[src/rtl/alu_mdu_ctrl.sv]
// ---------------------------------------------------------------------------
// alu_mdu_ctrl
//
// EX-stage ALU decoder and iterative multiply/divide unit with HI/LO registers.
// The aluop/funct pair is decoded into a 3-bit ALU control word. The same
// decode drives a radix-2 shift-add multiplier and a restoring divider. These
// handle mult, multu, div and divu. mfhi, mflo, mthi and mtlo access the
// HI/LO registers. A pipeline stall is raised while HI/LO are still being
// computed.
//
// Optional feature:
//   MDU_EARLY_OUT_EN - when defined, a multiply leaves the MUL state as soon
//                      as the remaining multiplier bits are all zero.
//
// Parameters:
//   WIDTH      datapath width of srca/srcb/HI/LO (>= 4)
//   CNT_W      iteration counter width
//
// Ports:
//   clk        system clock, rising edge
//   rst_n      asynchronous active-low reset
//   valid      EX-stage instruction valid
//   aluop      main-decoder ALU op
//   funct      R-type funct field
//   srca       operand rs
//   srcb       operand rt
//   alucontrol ALU control (combinational)
//   res_sel    result mux select: 00 ALU, 01 HI, 10 LO
//   illegal    unrecognised R-type funct while valid
//   stall      hold the pipeline this cycle
//   busy       multiply/divide in progress
//   hi         HI register
//   lo         LO register
// ---------------------------------------------------------------------------
module alu_mdu_ctrl #(
  parameter int WIDTH = 32,
  parameter int CNT_W = $clog2(WIDTH) + 1
) (
  input  logic             clk,
  input  logic             rst_n,
  input  logic             valid,
  input  logic [1:0]       aluop,
  input  logic [5:0]       funct,
  input  logic [WIDTH-1:0] srca,
  input  logic [WIDTH-1:0] srcb,
  output logic [2:0]       alucontrol,
  output logic [1:0]       res_sel,
  output logic             illegal,
  output logic             stall,
  output logic             busy,
  output logic [WIDTH-1:0] hi,
  output logic [WIDTH-1:0] lo
);

  localparam logic [5:0] F_ADD   = 6'b100000;
  localparam logic [5:0] F_SUB   = 6'b100010;
  localparam logic [5:0] F_AND   = 6'b100100;
  localparam logic [5:0] F_OR    = 6'b100101;
  localparam logic [5:0] F_SLT   = 6'b101010;
  localparam logic [5:0] F_MFHI  = 6'b010000;
  localparam logic [5:0] F_MTHI  = 6'b010001;
  localparam logic [5:0] F_MFLO  = 6'b010010;
  localparam logic [5:0] F_MTLO  = 6'b010011;
  localparam logic [5:0] F_MULT  = 6'b011000;
  localparam logic [5:0] F_MULTU = 6'b011001;
  localparam logic [5:0] F_DIV   = 6'b011010;
  localparam logic [5:0] F_DIVU  = 6'b011011;

  localparam logic [CNT_W-1:0] CNT_INIT = CNT_W'(WIDTH);
  localparam logic [CNT_W-1:0] CNT_ONE  = CNT_W'(1);

  typedef enum logic [1:0] {
    IDLE = 2'd0,
    MUL  = 2'd1,
    DIV  = 2'd2,
    FIX  = 2'd3
  } state_t;

  state_t state, state_nxt;

  logic [CNT_W-1:0]   cnt;
  logic [2*WIDTH-1:0] prod, mcand, prod_add, prod_fix;
  logic [WIDTH-1:0]   mplier, rem, quo, divisor;
  logic [WIDTH-1:0]   a_mag, b_mag, quo_fix, rem_fix;
  logic [WIDTH:0]     div_shift;
  logic [WIDTH+1:0]   div_diff;
  logic               a_neg, b_neg, neg_q, neg_r, dz, op_div;
  logic               is_mdu, is_start, start, wr_hi, wr_lo, mul_last;

  // Instruction decode. This is purely a function of aluop/funct/valid, so
  // the ALU path and the illegal flag never see the MDU state.
  always_comb begin
    alucontrol = 3'b010;
    res_sel    = 2'b00;
    illegal    = 1'b0;
    is_mdu     = 1'b0;
    is_start   = 1'b0;
    if (aluop == 2'b01) begin
      alucontrol = 3'b110;
    end else if (aluop[1]) begin
      case (funct)
        F_ADD:  alucontrol = 3'b010;
        F_SUB:  alucontrol = 3'b110;
        F_AND:  alucontrol = 3'b000;
        F_OR:   alucontrol = 3'b001;
        F_SLT:  alucontrol = 3'b111;
        F_MFHI: begin
          res_sel = 2'b01;
          is_mdu  = 1'b1;
        end
        F_MFLO: begin
          res_sel = 2'b10;
          is_mdu  = 1'b1;
        end
        F_MTHI, F_MTLO: is_mdu = 1'b1;
        F_MULT, F_MULTU, F_DIV, F_DIVU: begin
          is_mdu   = 1'b1;
          is_start = 1'b1;
        end
        default: illegal = valid;
      endcase
    end
  end

  assign busy  = (state != IDLE);
  assign stall = valid & aluop[1] & busy & is_mdu;
  assign start = valid & aluop[1] & is_start & (state == IDLE);
  assign wr_hi = valid & aluop[1] & (funct == F_MTHI) & ~stall;
  assign wr_lo = valid & aluop[1] & (funct == F_MTLO) & ~stall;

  // Operand magnitudes. funct[0] is clear for the signed forms (mult, div),
  // so only those take absolute values; the signs are reapplied in FIX.
  always_comb begin
    a_neg = ~funct[0] & srca[WIDTH-1];
    b_neg = ~funct[0] & srcb[WIDTH-1];
    a_mag = a_neg ? (~srca + 1'b1) : srca;
    b_mag = b_neg ? (~srcb + 1'b1) : srcb;
  end

  // One step of each iterative datapath plus the final sign correction.
  // The divider shifts the next dividend bit into the partial remainder.
  // The top bit of the trial subtraction then acts as the borrow.
  always_comb begin
    prod_add  = mplier[0] ? (prod + mcand) : prod;
    div_shift = {rem, quo[WIDTH-1]};
    div_diff  = {1'b0, div_shift} - {2'b00, divisor};
    prod_fix  = neg_q ? (~prod + 1'b1) : prod;
    quo_fix   = neg_q ? (~quo + 1'b1) : quo;
    rem_fix   = neg_r ? (~rem + 1'b1) : rem;
  end

  // Last multiply iteration. With early-out, stop once the multiplier bits
  // still to be shifted in are all zero; the product can no longer change.
`ifdef MDU_EARLY_OUT_EN
  assign mul_last = (cnt == CNT_ONE) || (mplier[WIDTH-1:1] == '0);
`else
  assign mul_last = (cnt == CNT_ONE);
`endif

  // Next-state logic for the MDU sequencer.
  always_comb begin
    state_nxt = state;
    case (state)
      IDLE: if (start) state_nxt = funct[1] ? DIV : MUL;
      MUL:  if (mul_last) state_nxt = FIX;
      DIV:  if (cnt == CNT_ONE) state_nxt = FIX;
      FIX:  state_nxt = IDLE;
      default: state_nxt = IDLE;
    endcase
  end

  // State, datapath and HI/LO registers. mthi/mtlo can only write while
  // idle, because in any busy state they raise stall themselves. This means
  // they can never collide with the FIX write.
  always_ff @(posedge clk or negedge rst_n) begin
    if (!rst_n) begin
      state   <= IDLE;
      cnt     <= '0;
      hi      <= '0;
      lo      <= '0;
      prod    <= '0;
      mcand   <= '0;
      mplier  <= '0;
      rem     <= '0;
      quo     <= '0;
      divisor <= '0;
      neg_q   <= 1'b0;
      neg_r   <= 1'b0;
      dz      <= 1'b0;
      op_div  <= 1'b0;
    end else begin
      state <= state_nxt;
      if (wr_hi) hi <= srca;
      if (wr_lo) lo <= srca;
      case (state)
        IDLE: begin
          if (start) begin
            cnt     <= CNT_INIT;
            neg_q   <= a_neg ^ b_neg;
            neg_r   <= a_neg;
            dz      <= (srcb == '0);
            op_div  <= funct[1];
            prod    <= '0;
            mcand   <= {{WIDTH{1'b0}}, a_mag};
            mplier  <= b_mag;
            rem     <= '0;
            quo     <= a_mag;
            divisor <= b_mag;
          end
        end
        MUL: begin
          prod   <= prod_add;
          mcand  <= mcand << 1;
          mplier <= mplier >> 1;
          cnt    <= cnt - CNT_ONE;
        end
        DIV: begin
          if (!div_diff[WIDTH+1]) begin
            rem <= div_diff[WIDTH-1:0];
            quo <= {quo[WIDTH-2:0], 1'b1};
          end else begin
            rem <= div_shift[WIDTH-1:0];
            quo <= {quo[WIDTH-2:0], 1'b0};
          end
          cnt <= cnt - CNT_ONE;
        end
        FIX: begin
          // With a zero divisor every trial subtraction succeeds. The
          // quotient is then all ones and the remainder is |srca|. The
          // remainder sign fix turns that back into srca, so only LO needs
          // forcing.
          if (op_div) begin
            hi <= rem_fix;
            lo <= dz ? '1 : quo_fix;
          end else begin
            hi <= prod_fix[2*WIDTH-1:WIDTH];
            lo <= prod_fix[WIDTH-1:0];
          end
        end
        default: ;
      endcase
    end
  end

endmodule

[config.mk]
export PLATFORM = sky130hd
export DESIGN_NAME = alu_mdu_ctrl
export DESIGN_NICKNAME = d
export VERILOG_FILES = /design/src/rtl/alu_mdu_ctrl.sv
export SDC_FILE = /design/constraint.sdc
export NUM_CORES = 1
export LEC_CHECK = 0
export CAP_MARGIN = 10
export CORE_MARGIN = 5
export CORE_UTILIZATION = 35
export CTS_CLUSTER_SIZE = 30
export DETAILED_ROUTE_END_ITERATION = 6
export PLACE_DENSITY = 0.55
export SLEW_MARGIN = 15
export SYNTH_ARGS = -nofsm -noshare
export SYNTH_HDL_FRONTEND = slang
export SYNTH_SLANG_ARGS = --single-unit
[constraint.sdc]
create_clock -name clk -period 3.8 [get_ports clk]
set_input_delay 0.76 -clock clk [delete_from_list [all_inputs] [get_ports clk]]
set_output_delay 0.76 -clock clk [all_outputs]
set_load 0.02 [all_outputs]
==> reports/metrics.yaml <==
sta:
  setup_viol: 0
  final_max_slew_viol_count: 0
  fin_ws_ns: 0.1722
  period_needed_ns: 3.628
  rsz0062_at_grt: "false"
  max_freq_mhz: 275.6
  tns_ns: 0
  finalClockSkew_ns: 0.02180
  finalCritPeriodShare_pct: 95.47
  worst_slew_pin_slew_ns: 0.9359
  hold_slack_ns: 0.1479
  slew_headroom_pct: 37.60
  finalHoldViolations: 0
yosys:
  synth_mux_area_share_pct: 7.565
  synth_xor_area_share_pct: 9.725
  yosys_warnings: 0
  syn_area_um2: 23870
  netlist_top_cells_count: "dfrtp_1, o21ai_0, nand2_1, a21oi_1, mux2i_1"
  dominantRegCellSynth: "dfrtp_1"
  synthCells: 2778
  yosysUniqueCellTypes: 76
  async_reset_ff_share_pct: 100.0
  synth_compound_area_share_pct: 23.32
  synth_most_common_cell: "dfrtp_1"
  synth_top_family_by_area: "compound AO/OA/AOI/OAI gates"
  synthAdderAreaFrac_pct: 5.725
  synthSimpleGateAreaFrac_pct: 14.92
  synth_edf_count: 0
  synth_area_leaders: "dfrtp_1, mux2i_1, o21ai_0"
  yosysSeqAreaShare_pct: 34.81
  synth_seq_cells: 332
  synth_top_area_share_pct: 34.81
  synth.avg_cell_area_um2: 8.591
  yosys.area.top_type: "dfrtp_1"
  syn_nets: 2961
final_layout:
  final_cells: 3850
  post-route-util_pct: 42.40
  area_growth_syn_to_layout_pct: 19.72
  final_nets: 3128
  fillers: 6647
  drive_gt1_share_pct: 9.039
power:
  vdd_drop_max_mv: 0.4337
  p_per_area_nw_per_um2: 725.1
  p_leak_nw: 12.21
setup_path:
  worstPathMaxFanout: 5
  crit_required_ns: 4.21
  end_kind: "flop"
  critPathKind: "flop to flop"
  rr_endpoint: "prod[61]$_DFFE_PN0P_"
  crit_top_cell: "a211oi_2"
  crit_arrival_ns: 4.04
  regToRegStartpoint: "prod[31]$_DFFE_PN0P_"
  crit_slowest_cell: "or4_1"
  r2r_setup_slack_ns: 0.17
  reg2regPathDepth: 12
  cp_slowest_stage_delay_ns: 0.61
  start_kind: "flop"
  crit_chain: "ha_1 -> and3_1 -> nand3_1 -> or4_1 -> a211oi_2 -> a211oi_2 -> nor3_2 -> a31oi_1 -> buf_4 -> o41ai_1 -> xnor2_1 -> o21ai_0"
clock_tree:
  clk_pin_slew_worst_paths_ns: 0.06
  cts_root_buf: "clkbuf_16"
  cts_num_sinks: 332
  cts_hold_buf: 0
  cts_tree: "yes"
  htreeDepth: 2
  cts_buffers: 42
  clock_latency_ns: 0.57
  cts_buffer_depth: 3
drt:
  drt_pre_antenna_iters: 6
  wire_per_inst_um: 21.11
  drt_iter0_markers: 1672
  ant_nets: 0
  num_vias: 21883
  wirelength_mm: 81.27
  viasPerCell: 5.684
  drc: 0
flow_run:
  max_cap_violations: 0
outcome:
  status: "finished, final reports clean"
floorplan:
  fp.dieArea_um2: 73510
  die_w_um: 271.1
  die_h_um: 271.1
  core_um2: 67400
  start_util_pct: 35.41
  rows: 95
  ios: 147
hold_path:
  hp-class: "input pin to async pin"
placement:
  pre_cts_ws_ns: 0.06547
  dpl.cell_count: 3774
  place_congestion: 0.9534
  place.detailed.hpwl_mm: 62.12
  io_buffers: 146
global_routing:
  grt_pass1_wl_mm: 127.6
  antenna_found_initial: 5
  overflow: 0
  grt_use_total_pct: 21.52
  grt_start_max_net_pins: 97
  grt_pass1_vias: 21506
[cell type report]
| cell class | count | area [µm²] | share of cell area, % |
|---|---|---|---|
| Tap cell | 873 | 1092 | 3.823 |
| Antenna cell | 1 | 2.502 | 0.008758 |
| Inverter | 82 | 310.3 | 1.086 |
| Timing Repair Buffer | 289 | 2665 | 9.327 |
| Multi-Input combinational cell | 2198 | 14740 | 51.58 |
| Clock inverter | 18 | 224.0 | 0.7838 |
| Clock buffer | 57 | 1229 | 4.300 |
| Sequential cell | 332 | 8313 | 29.09 |
[what timing repair did]
item | 4_1_cts | 5_1_grt
setup buffers | 0 | 0
gates resized for setup | 0 | 7
endpoints found under the setup margin | 0 | 5
[registers in the layout, indices dropped and copies added (netlist names)]
register,flops
neg_q,1
op_div,1
prod,64
divisor,32
quo,32
mplier,32
cnt,6
hi,32
state,2
lo,32
mcand,64
neg_r,1
rem,32
dz,1
[report_power, final]
group / switching (mW) / internal, mW
registers: 1.33 / 4.72
logic: 6.26 / 4.17
clock network: 1.63 / 2.60
total: 9.23 / 11.5
[metal layers]
layer	GRT usage, %	share of wire [%]	vias to the layer above	wire (µm)
met5	0	0.015	-	12
met4	6.276	2.9	2	2330
met3	3.206	5.6	118	4544
met2	33.81	44	588	35890
met1	30.87	47	10751	38490
li1	-	-	10424	-
[cell usage in the layout, fill, tap and decap left out, types with 27 or more instances in the layout]
cell / n
clkbuf_16: 43
o221ai_1: 34
a21o_1: 56
o21ai_0: 326
or4_1: 27
nand2_1: 325
a22o_1: 35
ha_1: 104
xor2_1: 100
nor3_1: 36
o31ai_1: 57
inv_1: 81
nor2_1: 158
o211ai_1: 41
dfrtp_1: 330
clkdlybuf4s50_1: 145
or3_1: 32
xnor2_1: 165
mux2i_1: 177
nand3_1: 38
buf_4: 133
a21oi_1: 182
[metrics by stage]
stage,area (µm²),total power [mW]
4_1_cts,28550,20.76
2_1_floorplan,23870,12.55
6_report,28570,20.72
5_1_grt,28570,22.15
3_3_place_gp,27100,16.23
3_5_place_dp,27100,16.42
[logic make-up (layout without fill, tap and decap cells)]
group,count (synthesis),after routing
multiplexers,180,180
adder cells (fa/ha/maj),108,108
XOR/XNOR,265,265
flip-flops,332,332
AO/OA/AOI/OAI,891,891
other,0,1
buffers and inverters,248,446
AND/OR/NAND/NOR,754,754
[worst max path at each step]
| stage | startpoint | end | slack [ns] | cells after the start |
|---|---|---|---|---|
| 2_1_floorplan | quo[31]$_DFFE_PN0P_ | rem[30]$_DFFE_PN0P_ | 0.38 | 14 |
| 6_report | prod[31]$_DFFE_PN0P_ | prod[61]$_DFFE_PN0P_ | 0.17 | 12 |
| 3_5_place_dp | srcb[6] | mplier[27]$_DFFE_PN0P_ | 0.07 | 13 |
| 5_1_grt | quo[31]$_DFFE_PN0P_ | rem[30]$_DFFE_PN0P_ | 0.002 | 15 |
| 4_1_cts | prod[30]$_DFFE_PN0P_ | prod[61]$_DFFE_PN0P_ | 0.04 | 12 |
| 3_3_place_gp | srcb[6] | mplier[30]$_DFFE_PN0P_ | 0.02 | 11 |
[worst max-delay path: cells and delay by family (launching register included)]
kind | cells | cell delay [ns]
flip-flops | 1 | 0.45
XOR/XNOR | 1 | 0.16
AND/OR/NAND/NOR | 4 | 1.29
AO/OA/AOI/OAI | 5 | 1.10
adder cells (fa/ha/maj) | 1 | 0.33
buffers and inverters | 1 | 0.17
No activity file was read; power rests on OpenSTA's default activity.
